[src/rtl/result_arb.sv]
// result_arb: drains per-core result words onto one stream port as a counted batch.
// Ports: clk, rst (sync, active-high), start/batch_len (batch setup), req/data/grant (cores),
//   dst_ready/dst_valid/dst_data/dst_last (stream master), busy, done.
//   Macro RESULT_ARB_RR_EN selects round-robin arbitration (default: fixed priority, core 0 highest).
module result_arb #(
  parameter int NCORE = 16,
  parameter int DW    = 32,
  parameter int CW    = 16
) (
  input  logic                clk,
  input  logic                rst,
  input  logic                start,
  input  logic [CW-1:0]       batch_len,
  input  logic [NCORE-1:0]    req,
  input  logic [NCORE*DW-1:0] data,
  output logic [NCORE-1:0]    grant,
  input  logic                dst_ready,
  output logic                dst_valid,
  output logic [DW-1:0]       dst_data,
  output logic                dst_last,
  output logic                busy,
  output logic                done
);

  localparam int PW = (NCORE > 1) ? $clog2(NCORE) : 1;

  typedef enum logic [1:0] {
    IDLE,
    RUN,
    FLUSH,
    DONE
  } state_t;

  state_t        state;
  logic [CW-1:0] remain;
  logic [PW-1:0] sel;
  logic          sel_any;
  logic [DW-1:0] sel_word;
  logic          load_ok;
  logic          take;

`ifdef RESULT_ARB_RR_EN
  logic [PW-1:0] ptr;

  // Search starts at the pointer and wraps; first requester found wins.
  always_comb begin
    logic [PW-1:0] j;
    j       = '0;
    sel     = '0;
    sel_any = 1'b0;
    for (int i = 0; i < NCORE; i++) begin
      j = PW'((int'(ptr) + i) % NCORE);
      if (!sel_any && req[j]) begin
        sel_any = 1'b1;
        sel     = j;
      end
    end
  end

  always_ff @(posedge clk) begin
    if (rst) begin
      ptr <= '0;
    end else if (take) begin
      ptr <= (int'(sel) == NCORE - 1) ? '0 : sel + 1'b1;
    end
  end
`else
  always_comb begin
    sel     = '0;
    sel_any = 1'b0;
    for (int i = 0; i < NCORE; i++) begin
      if (!sel_any && req[i]) begin
        sel_any = 1'b1;
        sel     = PW'(i);
      end
    end
  end
`endif

  always_comb begin
    sel_word = '0;
    for (int k = 0; k < NCORE; k++) begin
      if (PW'(k) == sel) sel_word = data[k*DW +: DW];
    end
  end

  assign load_ok = !dst_valid || dst_ready;
  assign take    = (state == RUN) && load_ok && sel_any && (remain != '0);

  always_comb begin
    grant = '0;
    if (take) grant[sel] = 1'b1;
  end

  always_ff @(posedge clk) begin
    if (rst) begin
      state     <= IDLE;
      remain    <= '0;
      dst_valid <= 1'b0;
      dst_data  <= '0;
      dst_last  <= 1'b0;
      busy      <= 1'b0;
      done      <= 1'b0;
    end else begin
      // Output slot: reload on grant, otherwise empty on acceptance.
      if (take) begin
        dst_valid <= 1'b1;
        dst_data  <= sel_word;
        dst_last  <= (remain == CW'(1));
      end else if (dst_valid && dst_ready) begin
        dst_valid <= 1'b0;
        dst_last  <= 1'b0;
      end

      unique case (state)
        IDLE: begin
          if (start) begin
            if (batch_len != '0) begin
              remain <= batch_len;
              busy   <= 1'b1;
              state  <= RUN;
            end else begin
              done  <= 1'b1;
              state <= DONE;
            end
          end
        end
        RUN: begin
          if (take) begin
            remain <= remain - 1'b1;
            if (remain == CW'(1)) state <= FLUSH;
          end
        end
        FLUSH: begin
          if (dst_valid && dst_ready && dst_last) begin
            busy  <= 1'b0;
            done  <= 1'b1;
            state <= DONE;
          end
        end
        DONE: begin
          done  <= 1'b0;
          state <= IDLE;
        end
        default: state <= IDLE;
      endcase
    end
  end

endmodule

[config.mk]
export PLATFORM = sky130hd
export DESIGN_NAME = result_arb
export DESIGN_NICKNAME = d
export VERILOG_FILES = /design/src/rtl/result_arb.sv
export SDC_FILE = /design/constraint.sdc
export NUM_CORES = 1
export LEC_CHECK = 0
export CAP_MARGIN = 20
export CORE_AREA = 2 2 232 234
export DETAILED_ROUTE_END_ITERATION = 16
export DIE_AREA = 0 0 234 236
export HOLD_SLACK_MARGIN = 0.08
export PLACE_DENSITY_LB_ADDON = 0.3
export SLEW_MARGIN = 40
export SYNTH_ARGS = -nofsm -noshare
export SYNTH_HDL_FRONTEND = slang
export SYNTH_SLANG_ARGS = --single-unit
export TNS_END_PERCENT = 100
[constraint.sdc]
create_clock -name clk -period 3.81 [get_ports clk]
set_input_delay 0.5715 -clock clk [delete_from_list [all_inputs] [get_ports clk]]
set_output_delay 0.5715 -clock clk [all_outputs]
set_load 0.005 [all_outputs]
## After elaboration in Yosys (flattened, before gate mapping)

Cells that the tools add are included.

- Add/sub/neg operators: 1
- $lt $le $gt $ge: 2
- Eq/ne operators: 25
- Multiplexer cells: 71
- Reduce and logical (&&, ||, !) cells: 50

Operators by type and width:

| kind | number |
|---|---|
| $mux W32 | 16 |
| $mux W16 | 4 |
| $mux W4 | 13 |
| $eq A4 B4 Y1 const A | 8 |
| $pmux W16 S2 | 1 |
| $reduce_bool A16 Y1 | 2 |
| $mux W1 | 27 |
| $logic_and A1 B1 Y1 | 21 |
| $eq A16 B1 Y1 const B | 1 |
| $eq A3 B4 Y1 const A | 4 |
| $logic_not A1 Y1 | 16 |
| $reduce_and A4 Y1 | 4 |
| $sub A16 B1 Y16 const B | 1 |
| $mux W2 | 6 |
| $ne A2 B2 Y1 const B | 5 |
| $eq A2 B4 Y1 const A | 2 |
| $pmux W2 S4 | 1 |
| $reduce_bool A2 Y1 | 3 |
| $lt A4 B5 Y1 const B | 1 |
| $demux W1 S4 | 1 |
| $eq A1 B4 Y1 const A | 1 |
| $eq A2 B2 Y1 const B | 2 |
| $ge A4 B1 Y1 const B | 1 |
| $logic_not A4 Y1 | 1 |
| 7 further kinds | 7 |

- Flip-flop bits (word level): 54
- Input bits: 548
- Output and inout port bits: 52
- Logic and storage cells: 156

## Depth between registers and ports, before layout

Gate-level depths: netlist (run 1).

- Word-level depth: 63
- Gate-level depth with buffers: 12
- Mapped depth without buffers: 10

## Least setup slack after synthesis (run 1)

OpenSTA, ideal clock, no wires.

- Path type: input port to output port
- Start: input req[1]
- End: output grant[7]
- Data arrival time: 2,443 ps
- Data required time: 3,239 ps
- Slack: 796 ps
- Cell stages on the path: 7
- Buffers on the path: 3
- Path through: clkbuf_1 > or4_1 > nor3_2 > buf_2 > buf_1 > nand2_1 > nor2_1

- Longest elaborated chain between the ends: 49
- Elaborated cells on any way between the ends: 67
- Those cells by class: 2 x order compare; 33 x mux; 32 x reduce/logical

RTL lines:

| what | line | source |
|---|---|---|
| start, declared | 14 | `input logic [NCORE-1:0] req,` |
| $logic_and A1 B1 Y1 * | 72 | `if (!sel_any && req[i]) begin` |
| $mux W1 | 72 |  |
| $logic_not A1 Y1 | 72 |  |
| $logic_and A1 B1 Y1 | 72 |  |
| $mux W1 | 72 |  |
| $logic_not A1 Y1 | 72 |  |
| $logic_and A1 B1 Y1 | 72 |  |
| $mux W1 | 72 |  |
| (+33 left out) | n/a |  |
| $logic_not A1 Y1 | 72 |  |
| $logic_and A1 B1 Y1 | 72 |  |
| $mux W4 | 72 |  |
| $lt A4 B5 Y1 (implied by the code) / $ge A4 B1 Y1 (equally long branches) | 92 | `if (take) grant[sel] = 1'b1;` |
| $logic_and A1 B1 Y1 (implied by the code) | 92 |  |
| $mux W1 (implied by the code) | 92 |  |
| $demux W1 S4 | 92 |  |
| $mux W16 * | 92 |  |
| end, declared | 16 | `output logic [NCORE-1:0] grant,` |

Mark *: on every way between the ends. The rest lies on a longest branch, timed or not.

## Worst setup path in the final report (run 1)

- Start: input req[5]
- End: output grant[15]

- Longest elaborated chain between the ends: 37
- Elaborated cells on any way between the ends: 51
- Those cells by class: 2 x order compare; 25 x mux; 24 x reduce/logical

RTL lines:

| what | line |
|---|---|
| $logic_and A1 B1 Y1 * | 72 |
| $mux W1 | 72 |
| $logic_not A1 Y1 | 72 |
| $logic_and A1 B1 Y1 | 72 |
| $mux W1 | 72 |
| $logic_not A1 Y1 | 72 |
| $logic_and A1 B1 Y1 | 72 |
| $mux W1 | 72 |
| (+21 left out) | n/a |
| $logic_not A1 Y1 | 72 |
| $logic_and A1 B1 Y1 | 72 |
| $mux W4 | 72 |
| $lt A4 B5 Y1 (implied by the code) / $ge A4 B1 Y1 (equally long branches) | 92 |
| $logic_and A1 B1 Y1 (implied by the code) | 92 |
| $mux W1 (implied by the code) | 92 |
| $demux W1 S4 | 92 |
| $mux W16 * | 92 |

Marked as above.

==> key figures, run 1 <==
Layout
  • Nets@finish: roughly 2.3k
  • Register area: roughly 0.0011 mm2
  • Multi-input gate area: 0.00557 mm2
  • Commonest non-fill, non-tap cells in the layout: clkdlybuf4s50_1, buf_4, o21ai_0
  • Synth-to-Final Area Change: 109%
  • Commonest non-fill, non-tap cell in the layout: clkdlybuf4s50_1
  • Final Cell Area: 0.0148 mm2
  • Fraction of layout cells with a size suffix above 1: 10.9%
  • Fill cells: 5855

GRT
  • Met3 usage: under 10%
  • Global Route Usage Sum: 23.3%
  • GR met1 Demand/Resource: between 30% and 40%
  • First-pass GRT wire length: about 91000 um
  • Largest net degree at the start of global routing: 56
  • Total gr overflow: 0
  • Vias in the first global route: 12.0k
  • Most Used Layer, Global Route: met2
  • Initial antenna violation count: 13
  • Global routing usage on met2: 39.3%

Synthesis
  • YS warnings: 0
  • Yosys reg bits: 54
  • Mean area per synthesized cell: 6.68 um2
  • Main combinational cell family by area after synthesis: compound AO/OA/AOI/OAI gates
  • Adder-cell share of the synthesized area: 1.06%
  • Simple-gate share of the synthesized area: between 20% and 30%
  • Syn Std Cell Area: 0.00711 mm2
  • FFs w/ async S/R, synth: 0%
  • Xor/xnor share of the synthesized area: 0%
  • Post-Synthesis Cells: ~1.1k
  • Post-synthesis sequential area ratio: 15.2%
  • Post-synth EDFFs: 0
  • Synth Flop Type: dfxtp_1
  • Synth unique cells: 69
  • Post-synthesis mux area share: 0.599%
  • Synthesized net count: 1617
  • Synth Area in Compound Gates: 55.0%

Worst hold path
  • Hold Path Class: reg -> reg
  • Hold depth: 2
  • Worst hold endpoint: remain[11]
  • Hold Crit Start: remain[11]

Detailed routing
  • Total wire length: approximately 67000 um
  • WL/cell: 27.8 um
  • # DRC: 0
  • Starting DRT DRC Count: a little under 700
  • Vias: 11.7k
  • Via/cell ratio: about 4.9
  • ANT nets after route: 0
  • Pre-Repair DR Iteration Count: 5

Die
  • Die area: 0.0552 mm2
  • Rows: 85
  • Core area: 0.0531 mm2
  • Die height: 236 um
  • I/O pin count: 600
  • Chip Width: 234 um
  • Initial Util: 13.4%

Placement
  • Placer Congestion: 0.854
  • Post-DP HPWL: 57000 um
  • Area after DPL: approximately 0.015 mm2
  • IO Port Bufs: 599

Setup path
  • CP arrival: 3.17 ns
  • Nature of the critical path endpoint: primary output
  • Worst-path maximum fanout: 3
  • Crit Path Class: in -> out
  • R2r setup slk: 0.48 ns
  • Reg2Reg Depth: 11
  • Crit path required time: 3.24 ns
  • Crit start category: primary input
  • Reg2reg end: dst_data[1]
  • Reg2reg start: remain[0]

Clocking
  • Worst skew pair latency: 0.32 ns
  • Clk root buf: clkbuf_16
  • CTS sink count: 54
  • H-tree depth: 2
  • CTS tree: yes
  • TritonCTS Buffers: 5
  • Clock buffer depth: 2
  • CTS clk-pin slew, worst paths: ~0.080 ns

Power
  • Sw Ratio: 44.0%
  • Max VDD drop: about 220 uV
  • Pwr/cell area: 300 mW/mm2
  • Psw: 1.96 mW
  • Internal: 2.50 mW
  • Sequential power share: approximately 20%
  • Power Total: between 4 and 5 mW
  • Clock power share: 11.7%
  • LEAKAGE: 5.14 nW
  • Combinational Power Share: between 60% and 70%

Timing
  • RSZ-0062 raised after global routing: no
  • Setup violators final: 0
  • Final hold vios: 0
  • Fmax achieved: 267 MHz
  • Tcrit/Tclk final: between 90% and 100%
  • Slew Limit Fails: 0
  • Hold_ws: 0.476 ns
  • Skew final: 0.00599 ns
  • Worst Max-Slew Pin Slew: 0.803 ns
  • Slew HR: 46.4%
  • Min Tclk post-route: 3.74 ns

Status
  • Status: complete, no violations

Job
  • Max Cap Violations: 0
final cells by class:
class,count,area share (%)
Antenna cell,6,0.101
Clock buffer,5,0.843
Clock inverter,2,0.0927
Inverter,23,0.581
Multi-Input combinational cell,881,37.5
Sequential cell,54,7.28
Tap cell,696,5.86
Timing Repair Buffer,731,47.8
worst max-delay path, stage by stage:
cell	delay, ns
clkdlybuf4s50_1	0.44
or4_4	0.58
buf_4	0.18
or4_4	0.50
nor2_2	0.11
nand2_1	0.09
inv_2	0.15
clkdlybuf4s50_1	0.54
worst max path at each step:
| stage | startpoint | to |
|---|---|---|
| 3_5_place_dp | req[12] | grant[0] |
| 3_3_place_gp | req[12] | grant[0] |
| 5_1_grt | remain[0] | grant[7] |
| 6_report | req[5] | grant[15] |
| 4_1_cts | req[5] | grant[15] |
| 2_1_floorplan | req[1] | grant[7] |
cells in the mapped netlist (all sizes together) (9+ instances only):
cell type  instances  area, um2
a221o             30        300
a22o              19        166
nand2             76        285
nand2b            15       93.8
nor4              10       75.1
a32oi              9       78.8
or4                9       75.1
dfxtp             54       1080
a31oi             19        119
and2              10       62.6
nor3              27        140
a21oi            108        574
o21ai            114        589
buf               23        139
inv               22       82.6
nor2             101        382
o22ai             58        363
a22oi             81        608
a221oi            39        342
o211ai            15        118
a211oi            18        135
o22a               9       78.8
clkbuf            82        308
nor2b             18        113
metal layers:
layer	vias up	routed length (um)
met2	478	31600
met5	-	46
met3	48	4100
met4	8	1120
met1	5670	29800
li1	5485	-
logic make-up after synthesis:
kind of cell	Yosys count
and+or+nand+nor	303
buffers and inverters	128
adders and majority gates	6
muxes	4
AOI/OAI and AO/OA	568
DFF	54
registers in the layout, indices dropped and copies added, names as in the netlist:
register   cells
dst_data      32
remain        16
state          2
busy           1
done           1
dst_last       1
dst_valid      1
metrics by stage:
step | utilization (%) | TNS [ns] | worst slack, ns | instances
3_3_place_gp | 27.6 | -0.539 | -0.162 | 2383
2_1_floorplan | - | 0 | 0.796 | 1063
3_5_place_dp | 27.6 | -0.576 | -0.149 | 2383
4_1_cts | 27.9 | 0 | 0.00155 | 2390
5_1_grt | 28.0 | 0 | 0.00491 | 2397
6_report | 28.0 | 0 | 0.0672 | 2398
power groups by stage:
stage	sequential, mW	clock, mW	combinational, mW
floorplan	0.886	0	1.41
global placement	0.915	0	3.02
detailed placement	0.916	0	3.03
CTS	0.903	0.551	3.05
global route	0.932	0.558	3.29
finish	0.903	0.523	3.03
what timing repair did:
action                                  in CTS  in global routing
pin swaps                                    0                  1
buffers inserted                             0                  1
gates cloned                                 0                  0
gates resized for setup                      2                  3
endpoints found under the setup margin       4                  2
hold endpoints to repair                     0                  0
hold buffers                                 0                  0
No activity file was read; power rests on OpenSTA's default activity.
==> inputs of run 2 (changes only) <==
--- a/config.mk
+++ b/config.mk
@@ -9,6 +9,7 @@
 export CORE_AREA = 2 2 232 234
 export DETAILED_ROUTE_END_ITERATION = 16
 export DIE_AREA = 0 0 234 236
+export GPL_ROUTABILITY_DRIVEN = 0
 export HOLD_SLACK_MARGIN = 0.08
 export PLACE_DENSITY_LB_ADDON = 0.3
 export SLEW_MARGIN = 40
==> run 2 against run 1 <==
Net effect:
- non-clock buffer count shrank 8
- routed wire length shrank 2.3%
- setup slack lost 0.0014 ns
- final area shrank 0.15%
- clock skew grew 0.0011 ns
==> key figures, run 2 (synthesized netlist as in run 1, its figures left out) <==
Die
  • Initial Util: 13.4%
  • Die area: 0.0552 mm2
  • Rows: 85
  • Core area: 0.0531 mm2
  • Die height: between 200 and 250 um
  • I/O pin count: 600
  • Chip Width: 234 um

Layout
  • Register area: between 0.001 and 0.0015 mm2
  • Nets@finish: roughly 2.2k
  • Biggest regs: dst_data (32), remain (16), state (2)
  • Fraction of layout cells with a size suffix above 1: 10.6%
  • Commonest non-fill, non-tap cells in the layout: clkdlybuf4s50_1, buf_4, o21ai_0
  • Multi-input gate area: 0.00557 mm2
  • Largest register FFs: 32
  • Synth-to-Final Area Change: 109%
  • Top reg by flops: dst_data
  • Fill cells: 5824
  • Commonest non-fill, non-tap cell in the layout: clkdlybuf4s50_1
  • Fin cells: 2397

Job
  • Max Cap Violations: 0

Timing
  • Tcrit/Tclk final: 98.3%
  • Slew Limit Fails: 0
  • Slew HR: 43.9%
  • Min Tclk post-route: 3.74 ns
  • Setup violators final: 0
  • Fmax achieved: around 270 MHz
  • Skew final: 0.00713 ns
  • Setup WS post-layout: 0.0658 ns
  • Worst Max-Slew Pin Slew: 0.836 ns
  • Final hold vios: 0

Setup path
  • Nature of the critical path endpoint: primary output
  • R2r setup slk: 0.55 ns
  • Crit start category: primary input
  • Worst-path maximum fanout: 24
  • CP arrival: roughly 3.2 ns
  • Crit Path Class: in -> out
  • Reg2Reg Depth: 11
  • Crit path required time: 3.24 ns

Clocking
  • CTS clk-pin slew, worst paths: 0.08 ns
  • Clk root buf: clkbuf_16
  • Worst skew pair latency: 0.32 ns
  • H-tree depth: 2
  • CTS tree: yes
  • CTS sink count: 54
  • TritonCTS Buffers: 5
  • Clock buffer depth: 2

Power
  • Pwr/cell area: 298 mW/mm2
  • Power Total: around 4.4 mW
  • Max VDD drop: 236 uV
  • LEAKAGE: around 5.1 nW

Detailed routing
  • WL/cell: 27.1 um
  • Pre-Repair DR Iteration Count: 7
  • Starting DRT DRC Count: 842
  • ANT nets after route: 0
  • # DRC: 0
  • Met2 wire len: 30100 um
  • Via/cell ratio: about 4.9
  • Vias: 11.8k
  • Total wire length: 65100 um
  • Routed met3 length: 4390 um
  • Wl on met1: 29100 um
  • Uppermost layer routed: met5

Worst hold path
  • Hold depth: 2
  • Hold Path Class: reg -> reg

Placement
  • IO Port Bufs: 599
  • Placed Cells incl. Taps: 2374
  • Post-DP HPWL: 56000 um
  • Pre-CTS setup slack: -0.219 ns

GRT
  • First-pass GRT wire length: roughly 88000 um
  • Total gr overflow: 0
  • Vias in the first global route: 11.9k
  • Initial antenna violation count: 20
  • Global Route Usage Sum: 22.6%
  • Largest net degree at the start of global routing: a little over 60

Status
  • Status: complete, no violations
==> run 2: path summary, 6_finish.rpt <==
kind / startpoint / endpoint
worst max register to register: remain[0] / dst_data[1]
worst max-delay path: req[1] / grant[0]
worst min-delay path: remain[15] / remain[15]
worst min register to register: remain[15] / remain[15]
==> run 2: cell type report <==
cell class              count  area share, %
clock inverters             2          0.262
inverters                  23          0.582
diodes                     13          0.219
well taps                 696           5.87
multi-input cells         881           37.6
repair buffers            723           47.4
flip-flops and latches     54           7.29
clock buffers               5          0.844
==> run 2: routing by layer <==
metal	up-vias	global-route usage, %
li1	5474	-
met5	-	0
met4	12	5.66
met2	570	37.2
met3	65	3.87
met1	5644	30.3
==> run 2: power by group <==
| group | total [mW] | switching (mW) | internal (mW) | leakage [nW] |
|---|---|---|---|---|
| combinational | 2.94 | 1.48 | 1.47 | 4.59 |
| clock | 0.565 | 0.255 | 0.310 | 0.0799 |
| sequential | 0.913 | 0.159 | 0.754 | 0.441 |
| total | 4.42 | 1.89 | 2.53 | 5.11 |
==> run 2: stage by stage <==
stage | area, um2 | hold WS (ns) | utilization, % | setup TNS, ns
6_report | 14800 | 0.470 | 27.9 | 0
5_1_grt | 14800 | 0.492 | 27.9 | -0.0188
4_1_cts | 14800 | 0.472 | 27.8 | 0
3_5_place_dp | 14600 | 0.461 | 27.5 | -1.27
3_3_place_gp | 14600 | 0.453 | 27.5 | -2.92
2_1_floorplan | 7110 | 0.441 | - | 0
==> run 2: critical path: stages <==
cell and delay (ns):
clkdlybuf4s50_1 0.43, buf_4 0.17, buf_4 0.22, or3_1 0.45
o41ai_4 0.35, buf_4 0.19, buf_6 0.14, and2_1 0.14
clkdlybuf4s50_1 0.50
==> run 2: timing repair <==
| item | 4_1_cts | 5_1_grt |
|---|---|---|
| gates resized for setup | 2 | 3 |
| endpoints found under the hold margin | 0 | 0 |
| pin swaps | 0 | 2 |
| cloned | 0 | 0 |
| hold buffers | 0 | 0 |
| setup endpoints to repair | 7 | 4 |
| buffers inserted | 0 | 3 |
==> inputs of run 3 (changes only) <==
==> constraint.sdc (replaced) <==
create_clock -name clk -period 3.81 [get_ports clk]
set_input_delay 0.5715 -clock clk [delete_from_list [all_inputs] [get_ports clk]]
set_output_delay 0.5715 -clock clk [all_outputs]
set_load 0.02 [all_outputs]
==> run 3 against run 2 <==
Net effect:
- final area barely moved
- power rose by 3.4%
- count of clock-buffer cells in the layout did not move
- setup slack improved by 0.048 ns
- hold slack got worse by 0.0056 ns
- combinational power rose by 4%
- sequential power barely moved
- critical path depth fell by 2
- die area did not move
- register-to-register slack got worse by 0.07 ns
==> key figures, run 3 (synthesized netlist as in run 1, its figures left out) <==
Setup path
  • CP max-delay cell: or4_4
  • Worst path bufs/invs: 3
  • Reg2reg start: remain[0]
  • Crit start category: primary input
  • CP startpoint: req[12]
  • Crit path largest cell delay: 0.60 ns
  • Worst-path maximum fanout: 5
  • WP depth: 7
  • Nature of the critical path endpoint: primary output
  • End of the critical path: grant[4]
  • R2r setup slk: 0.48 ns
  • Reg2Reg Depth: 12
  • Reg2reg end: dst_data[11]
  • Crit path required time: 3.24 ns
  • Cell family with most CP delay: buffers and inverters
  • Top cell by count, worst path: clkdlybuf4s50_1
  • CP arrival: 3.12 ns
  • Crit-path cells: clkdlybuf4s50_1, or4_4, or3_1, o211a_4, buf_4, and2_1, clkdlybuf4s50_1
  • Crit Path Class: in -> out

Timing
  • Setup violators final: 0
  • RSZ-0062 raised after global routing: no
  • Min Tclk post-route: 3.70 ns
  • Worst Max-Slew Pin Slew: 0.776 ns
  • Final hold vios: 0
  • Fmax achieved: approximately 270 MHz
  • Tcrit/Tclk final: 97.0%
  • Post-Route Setup TNS: 0 ns
  • Skew final: 0.00676 ns
  • Slew Limit Fails: 0
  • Slew HR: approximately half

Power
  • Power Total: 4.57 mW
  • LEAKAGE: 5.15 nW
  • Pwr/cell area: 308 mW/mm2
  • Max VDD drop: 209 uV

Layout
  • Final Cell Area: 0.0148 mm2
  • Biggest regs: dst_data (32), remain (16), state (2)
  • Top reg by flops: dst_data
  • Synth-to-Final Area Change: 109%
  • Fraction of layout cells with a size suffix above 1: about 11%
  • Largest register FFs: 32
  • Nets@finish: 2249
  • Commonest non-fill, non-tap cell in the layout: clkdlybuf4s50_1
  • Commonest non-fill, non-tap cells in the layout: clkdlybuf4s50_1, buf_4, o21ai_0
  • Fill cells: between 5k and 6k

Detailed routing
  • Vias: around 12k
  • Starting DRT DRC Count: between 600 and 700
  • Pre-Repair DR Iteration Count: 5
  • # DRC: 0
  • WL/cell: between 20 and 30 um
  • ANT nets after route: 0
  • Total wire length: 65600 um
  • Via/cell ratio: 4.85

GRT
  • Vias in the first global route: 12.1k
  • Initial antenna violation count: 22
  • First-pass GRT wire length: 89700 um
  • Largest net degree at the start of global routing: 56
  • Total gr overflow: 0
  • Global Route Usage Sum: 22.8%

Worst hold path
  • Hold Path Class: reg -> reg
  • Hold Crit Start: remain[15]
  • Hold depth: 2

Clocking
  • TritonCTS Buffers: 5
  • Clk root buf: clkbuf_16
  • Cts hold-fix bufs: 0
  • Worst skew pair latency: 0.32 ns
  • H-tree depth: 2
  • CTS clk-pin slew, worst paths: 0.08 ns
  • CTS sink count: 54
  • CTS tree: yes
  • Clock buffer depth: 2

Job
  • Max Cap Violations: 0

Die
  • Die height: 236 um
  • Core area: approximately 0.053 mm2
  • Rows: 85
  • Initial Util: 13.4%
  • I/O pin count: 600
  • Chip Width: 234 um
  • Die area: roughly 0.055 mm2

Status
  • Status: complete, no violations

Placement
  • Area after DPL: ~0.015 mm2
  • Post-DP HPWL: 55800 um
  • IO Port Bufs: 599
run 3: cell type report:
type	instances	area (um2)	share of cell area [%]
Sequential cell	54	1080	7.28
Timing Repair Buffer	730	7040	47.4
Antenna cell	13	32.5	0.219
Inverter	23	86.3	0.582
Tap cell	696	871	5.87
Multi-Input combinational cell	881	5560	37.4
Clock inverter	3	47.5	0.320
Clock buffer	5	125	0.843
run 3: repair_timing:
action,in CTS,in global routing
buffers inserted,0,0
setup endpoints to repair,10,0
resized for setup,5,0
run 3: per-layer routing:
layer / up-vias / GRT usage, % / wire length, um / share of wire (%)
li1: 5487 / - / - / -
met2: 532 / 37.6 / 30600 / 47
met4: 12 / 6.08 / 1360 / 2.1
met1: 5568 / 29.8 / 29200 / 45
met5: - / 0 / 74 / 0.11
met3: 62 / 4.84 / 4390 / 6.7
run 3: stage by stage:
stage | hold WS [ns] | setup slack [ns] | std cells | utilization (%)
final | 0.464 | 0.114 | 2405 | 28.0
after global routing | 0.488 | 0.0137 | 2403 | 28.0
after CTS | 0.465 | 0.0480 | 2392 | 27.9
after detailed placement | 0.454 | -0.223 | 2384 | 27.6
after global placement | 0.453 | -0.221 | 2384 | 27.6
after floorplan | 0.441 | 0.613 | 1063 | -
run 3: how the worst min path moves through the flow:
stage	end	slack [ns]
after floorplan	remain[11]	0.44
after global placement	remain[15]	0.45
after detailed placement	remain[15]	0.45
after CTS	remain[15]	0.47
after global routing	remain[15]	0.49
final	remain[15]	0.46
run 3: worst min-delay path, delay by kind of cell (launching register included):
family	cells	cell delay, ns
AOI/OAI and AO/OA	2	0.11
DFF	1	0.32
run 3: where the power goes:
| part | switching (mW) | internal, mW | total (mW) |
|---|---|---|---|
| clock network | 0.274 | 0.317 | 0.591 |
| logic | 1.62 | 1.45 | 3.07 |
| registers | 0.158 | 0.753 | 0.911 |
| total | 2.05 | 2.52 | 4.57 |
